===== src/rtl/demux16_pkg.sv =====
// Shared constants and helpers for the buffered 1-to-16 demultiplexer.
package demux16_pkg;

  localparam int SLOTS = 16;
  localparam int SEL_W = 4;
  localparam int CNT_W = 5;

  function automatic int slot_offset(input int idx, input int w);
    return idx * w;
  endfunction

  function automatic logic [CNT_W-1:0] popcount16(input logic [SLOTS-1:0] v);
    logic [CNT_W-1:0] n;
    n = '0;
    for (int i = 0; i < SLOTS; i++) begin
      n = n + {{(CNT_W-1){1'b0}}, v[i]};
    end
    return n;
  endfunction

endpackage


===== src/rtl/demux16_slot.sv =====
// Single-entry holding slot: one data register plus its occupied flag.
module demux16_slot #(
  parameter int width = 1
) (
  input  logic             clk,
  input  logic             rst,
  input  logic             wr_en,
  input  logic [width-1:0] wr_data,
  input  logic             ack,
  output logic             valid,
  output logic [width-1:0] data
);

  logic             r_valid;
  logic [width-1:0] r_data;

  // A write takes priority over an ack so a same-cycle refill keeps the slot full.
  always_ff @(posedge clk or posedge rst) begin
    if (rst) begin
      r_valid <= 1'b0;
      r_data  <= '0;
    end else if (wr_en) begin
      r_valid <= 1'b1;
      r_data  <= wr_data;
    end else if (ack) begin
      r_valid <= 1'b0;
    end
  end

  assign valid = r_valid;
  assign data  = r_data;

endmodule


===== src/rtl/demux16x4_buf.sv =====
// Buffered 1-to-16 demux: steers each accepted word into one of 16 holding slots.
// Define DEMUX16_BYPASS_EN to let a slot being acked accept a new word in the same cycle.
module demux16x4_buf
  import demux16_pkg::*;
#(
  parameter int width = 1
) (
  input  logic                   clk,
  input  logic                   rst,
  input  logic                   in_valid,
  output logic                   in_ready,
  input  logic [width-1:0]       in_data,
  input  logic [SEL_W-1:0]       sel,
  output logic [SLOTS-1:0]       y_valid,
  output logic [SLOTS*width-1:0] y_data,
  input  logic [SLOTS-1:0]       y_ack,
  output logic [CNT_W-1:0]       count
);

  logic                 w_ready;
  logic                 w_accept;
  logic [SLOTS-1:0]     w_wr_en;
  logic [SLOTS-1:0]     w_ack_q;
  logic [CNT_W-1:0]     w_count_next;
  logic [CNT_W-1:0]     r_count;

  // Ready, select decode and next occupancy; acks to empty slots are masked out.
  always_comb begin
`ifdef DEMUX16_BYPASS_EN
    w_ready = ~y_valid[sel] | y_ack[sel];
`else
    w_ready = ~y_valid[sel];
`endif
    w_accept = in_valid & w_ready;
    w_ack_q  = y_ack & y_valid;
    if (w_accept) begin
      w_wr_en = {{(SLOTS-1){1'b0}}, 1'b1} << sel;
    end else begin
      w_wr_en = '0;
    end
    w_count_next = r_count + {{(CNT_W-1){1'b0}}, w_accept} - popcount16(w_ack_q);
  end

  // Occupancy counter.
  always_ff @(posedge clk or posedge rst) begin
    if (rst) begin
      r_count <= '0;
    end else begin
      r_count <= w_count_next;
    end
  end

  genvar g;
  generate
    for (g = 0; g < SLOTS; g++) begin : g_slot
      demux16_slot #(.width(width)) u_slot (
        .clk     (clk),
        .rst     (rst),
        .wr_en   (w_wr_en[g]),
        .wr_data (in_data),
        .ack     (w_ack_q[g]),
        .valid   (y_valid[g]),
        .data    (y_data[slot_offset(g, width) +: width])
      );
    end
  endgenerate

  assign in_ready = w_ready;
  assign count    = r_count;

endmodule


===== config.mk =====
export PLATFORM = sky130hd
export DESIGN_NAME = demux16x4_buf
export DESIGN_NICKNAME = d
export VERILOG_FILES = /design/src/rtl/demux16_pkg.sv /design/src/rtl/demux16_slot.sv /design/src/rtl/demux16x4_buf.sv
export SDC_FILE = /design/constraint.sdc
export NUM_CORES = 1
export LEC_CHECK = 0
export ABC_AREA = 1
export CAP_MARGIN = 20
export CORE_UTILIZATION = 46
export DETAILED_ROUTE_END_ITERATION = 16
export MAX_ROUTING_LAYER = met4
export PLACE_DENSITY = 0.86
export SYNTH_ARGS = -nofsm -noshare
export SYNTH_HDL_FRONTEND = slang
export SYNTH_SLANG_ARGS = --single-unit

===== constraint.sdc =====
create_clock -name clk -period 4 [get_ports clk]
set_input_delay 0.4 -clock clk [delete_from_list [all_inputs] [get_ports clk]]
set_output_delay 0.4 -clock clk [all_outputs]
set_load 0.005 [all_outputs]

Word-level counts from Yosys, hierarchy flattened. Index checks and enable logic that the tools add are counted.

Bits in registers: 37. Output and inout port bits: 38. Word-level logic and storage cells: 106.

Add/sub/neg operators: 17. Order comparisons: 1. Shift-type cells: 1. Muxes and demuxes: 35. Bitwise operators: 3. Reduce and logical (&&, ||, !) cells: 16.

Operators by type and width (count): $add A5 B1 Y5 (12); $mux W1 (33); $reduce_bool A2 Y1 (16); $and A16 B16 Y16 (1); $mux W16 (1); $shl A1 B4 Y16 const A (1); $add A4 B1 Y5 (1); $lt A4 B5 Y1 const B (1); $sub A5 B5 Y5 (1); $add A3 B1 Y4 (1); $bmux W1 S4 (1); $add A2 B1 Y3 (1); $add A1 B1 Y2 (1); $and A1 B1 Y1 (1); $not A1 Y1 (1).

Logic depth before layout (Yosys ltp).
Word-level depth: 17. Depth in mapped cells: 21. Mapped depth without buffers: 19.

Cells and area by module. A second synthesis with hierarchy kept.

Cells, all modules: 343. Area total of the unflattened synthesis: 2521.2 um2.

By module, submodules not included: demux16_slot (instances 16, cells an instance 10, area each 80.1 um2, seq. area each 50.0 um2); demux16x4_buf (instances 1, cells an instance 183, area each 1239.9 um2, seq. area each 125.1 um2).

Least setup slack after synthesis. OpenSTA, ideal clock, no wires.

Path type: in2reg. From: input port sel[1]. To: register r_count[4] (netlist: count[4]). Arrival time: 3913 ps. Required time: 3875 ps. Setup slack: -38 ps. Cell stages on the path: 19. Cell sequence: buf_6 nand2_2 nor2_1 nor2_2 nand3_2 nand3_4 nand2_4 nor2_8 buf_6 fa_1 inv_1 fa_1 fa_1 fa_1 fa_1 inv_1 fa_1 xnor2_1 xnor2_1.

Cells in the longest elaborated chain, start to end: 6.

RTL lines: from (decl) (line demux16x4_buf.sv:13) `input logic [SEL_W-1:0] sel,`; $bmux W1 S4 (line demux16x4_buf.sv:32) `w_ready = ~y_valid[sel];`; $mux W1 (not written as such) (line demux16x4_buf.sv:32); $not A1 Y1 (line demux16x4_buf.sv:32); $and A1 B1 Y1 (line demux16x4_buf.sv:34) `w_accept = in_valid & w_ready;`; $add A5 B1 Y5 (line demux16x4_buf.sv:41) `w_count_next = r_count + {{(CNT_W-1){1'b0}}, w_accept} - popcount16(w_ack_q);`; $sub A5 B5 Y5 (line demux16x4_buf.sv:41); named net w_count_next[4] (line demux16x4_buf.sv:24) `logic [CNT_W-1:0] w_count_next;`; to (signal assigned) (line demux16x4_buf.sv:49) `r_count <= w_count_next;`; to (decl) (line demux16x4_buf.sv:25) `logic [CNT_W-1:0] r_count;`.

The timed path passes the listed nets, and every way through them passes these cells. The select of a mux whose other input is x is not followed. A chain may end at the register's enable or synchronous reset.

Final worst setup path.
From: input port y_ack[13]. To: register r_count[4] (netlist: count[4]).

Cells in the longest elaborated chain, start to end: 5.

RTL lines: from (decl) (line demux16x4_buf.sv:16) `input logic [SLOTS-1:0] y_ack,`; $and A16 B16 Y16 (line demux16x4_buf.sv:35) `w_ack_q = y_ack & y_valid;`; $add A5 B1 Y5 (3 in a row) (line demux16_pkg.sv:16) `n = n + {{(CNT_W-1){1'b0}}, v[i]};`; $sub A5 B5 Y5 (line demux16x4_buf.sv:41); named net w_count_next[4] (line demux16x4_buf.sv:24).

The timed path passes the listed nets, and every way through them passes these cells.

==> results by group <==
Final layout
  – Area of the multi-input gates: 1400 um2
  – Finished Cell Area: 3510 um2
  – Fraction of layout cells with a size suffix above 1: 0.206
  – FF+latch area: 926 um2
  – N_diodes: 0
  – Fill cell count: 457
  – Final #Nets: about 420
  – Layout Utilization: 0.629
  – Synthesis-to-finish area growth: 29.9%

Critical path
  – R2R Path End: count[4]
  – R2R depth: 13
  – Critical path, cell by cell: clkdlybuf4s50_1 -> nand2_1 -> inv_1 -> fa_1 -> inv_1 -> ha_1 -> ha_1 -> inv_1 -> fa_2 -> fa_2 -> inv_2 -> ha_4 -> ha_4 -> fa_2 -> xnor2_2 -> xnor2_1
  – Startpoint Class: input pin
  – Critical path class: input pin to flop
  – CP required: roughly 4.2 ns
  – CP Data Arrival Time: 4.12 ns
  – Critical path capture point type: flop
  – R2R Setup Slk: 0.07 ns
  – CP max-delay cell: fa_2
  – Slowest stage delay, CP: 0.56 ns
  – RR Startpoint: g_slot[5].u_slot.valid
  – Largest fanout on the critical path: 2

Hold path
  – Min-delay src: y_ack[3]
  – Hold crit path type: input pin to flop
  – Hold path depth: 2
  – Worst Hold End: g_slot[3].u_slot.valid

Power and ir drop
  – Max VDD drop: 0.368 mV
  – Sw Ratio: 0.360
  – Internal power: 1150 uW
  – NetSw: 644 uW
  – Cell area power density: 511 nW/um2
  – Lkg Pwr: ~0.0016 uW
  – Combinational fraction of design power: 0.568
  – Clock network power share: 0.143
  – Flop pwr share: 0.290

STA
  – Setup WS post-layout: just under 0.06 ns
  – Final Cycle Share: 0.985
  – Worst-Margin Slew: 0.679 ns
  – Hold_ws: 0.444 ns
  – Setup TNS Final: 0 ns
  – RSZ-0062 raised after global routing: yes
  – Final Slew Violations: 0
  – Minimum clock period: about 4 ns
  – Final hold violations: 0
  – Final clock skew: 0.00372 ns
  – Highest clock rate: 254 MHz
  – Final Setup Violations: 0
  – Rel. slew slack: 0.547

Run
  – Max Cap Viol: 0

Outcome
  – Outcome: completed

Place
  – I/O Buffers: 61
  – Dpl ws: -0.593 ns
  – GPL Wtd Cong: 0.879
  – DP Area: around 3200 um2
  – Post-DP HPWL: 5.27 mm

Clocking
  – H-tree levels: 2
  – CTS Root Cell: clkbuf_8
  – Hold_buf cts: 0
  – Clock Latency Late Sink: 0.29 ns
  – Num CTS Buffers: 5
  – Max Root-Sink Buffers: 2
  – CTS clk-pin slew, worst paths: about 0.070 ns
  – Clk sink count: 37
  – CTS tree: built

Floorplan
  – Site Rows: 27
  – IO Pins: 62
  – Die H: 78.6 um
  – Placeable Area: 5570 um2
  – Initial Utilization: 0.484
  – Die footprint: 6180 um2
  – Chip width: slightly below 80 um

Logic synthesis
  – Mapped Area: 2700 um2
  – Synthesized net count: 365
  – Post-Synthesis Cells: approximately 310
  – Yosys Warn Count: 0
  – Post-synthesis sequential area ratio: 0.343
  – Synth cell types: 24
  – FF+latch count, synth: 37
  – Post-Syn Area per Cell: 8.65 um2

Drt
  – Iteration-0 DRC Markers: slightly above 200
  – Post-route ant nets: 0
  – DRC: 0
  – Vias per cell: 5.25
  – TritonRoute pass-1 iters: 5
  – Via count: around 2300
  – Routed wire length: between 7 and 8 mm
  – Wire per inst: roughly 16 um

Global route
  – Largest net degree at the start of global routing: 22
  – First-pass GRT wire length: about 12 mm
  – GRT Total Usage: 0.263
  – Vias in the first global route: 2360
  – Initial antenna violation count: 0
  – Total gr overflow: 0
critical path: cells and delay by family:
kind / cells / cell delay (ns)
fa+ha+maj: 8 / 2.72
xor+xnor: 2 / 0.28
buf+inv: 5 / 0.65
simple gates: 1 / 0.08
power by group through the flow:
| stage | Clock (uW) | Combinational (uW) | Sequential (uW) |
|---|---|---|---|
| floorplan | 0 | 590 | 511 |
| global placement | 0 | 792 | 522 |
| detailed placement | 0 | 846 | 526 |
| CTS | 260 | 972 | 519 |
| global route | 281 | 1130 | 527 |
| finish | 255 | 1020 | 519 |
cells in the mapped netlist, drive strengths merged:
cell    count  area (um2)
nand3      22         150
clkbuf      4        15.0
inv        44         168
nand4      16         100
fa         14         280
dfrtp      37         926
nor2        6        43.8
a21oi       1        8.76
nand2      74         295
ha         15         188
o21ai      17        85.1
buf        40         308
xnor2       6        52.6
nor3       16        80.1
stage by stage:
stage / total power, uW / cells
after floorplan: 1100 / 312
after global placement: 1310 / 420
after detailed placement: 1370 / 420
after CTS: 1750 / 432
after global routing: 1940 / 436
final: 1790 / 436
placed cells by master (no fill, tap or decap):
cell             instances
nor2_1                   1
o21ai_0                 16
nand3_2                  4
nand2_4                  3
ha_4                     4
nand2_1                 65
buf_2                    1
nor2_4                   1
nor2_2                   3
nor2_8                   1
ha_2                     1
buf_12                   1
dlygate4sd2_1           10
dfrtp_1                 37
bufbuf_16                1
xnor2_1                  5
fa_2                     7
nand3_4                  2
nand4_1                 16
clkbuf_8                 5
xnor2_2                  1
inv_6                    1
fa_1                     7
nand2_2                  6
o21ai_1                  1
nand3_1                 16
a21oi_2                  1
buf_6                    3
inv_2                    7
nor3_1                  16
ha_1                    10
clkdlybuf4s50_1         50
buf_4                   22
clkbuf_1                 3
inv_1                   36
cell type report:
type	instances	area share
Clock buffer	8	0.0228
Inverter	44	0.0485
Multi-Input combinational cell	187	0.398
Sequential cell	37	0.264
Tap cell	72	0.0257
Timing Repair Buffer	88	0.241
registers in the layout (all words and copies together), names as in the netlist:
register             count
g_slot.u_slot.data      16
g_slot.u_slot.valid     16
count                    5
timing repair:
item,in CTS,in global routing
setup endpoints to repair,2,1
pin swaps,24,21
gates resized for setup,31,14
setup buffers,3,4
gates cloned,1,0
layer usage:
metal  track usage  wire (um)  up-vias
li1              -          -     1061
met1         0.347       3080     1095
met2         0.410       3470      118
met3        0.0372        431       15
met4        0.0963        151        0
met5             -          0        -
logic make-up after synthesis:
kind of cell             synth area share
AO/OA/AOI/OAI                      0.0348
XOR/XNOR                           0.0195
adder cells (fa/ha/maj)             0.173
buffers and inverters               0.182
flip-flops                          0.343
AND/OR/NAND/NOR                     0.248
how the worst max path moves through the flow:
stage / startpoint / endpoint / slack (ns) / cells past startpoint
final: y_ack[13] / count[4] / 0.06 / 16
after global routing: g_slot[5].u_slot.valid / count[4] / -0.06 / 13
after floorplan: sel[2] / count[4] / -0.02 / 19
after detailed placement: y_ack[4] / count[4] / -0.59 / 14
after CTS: y_ack[7] / count[4] / 0.008 / 14
after global placement: y_ack[4] / count[4] / -0.45 / 14
Note: power is estimated with default switching activity, not from simulation.
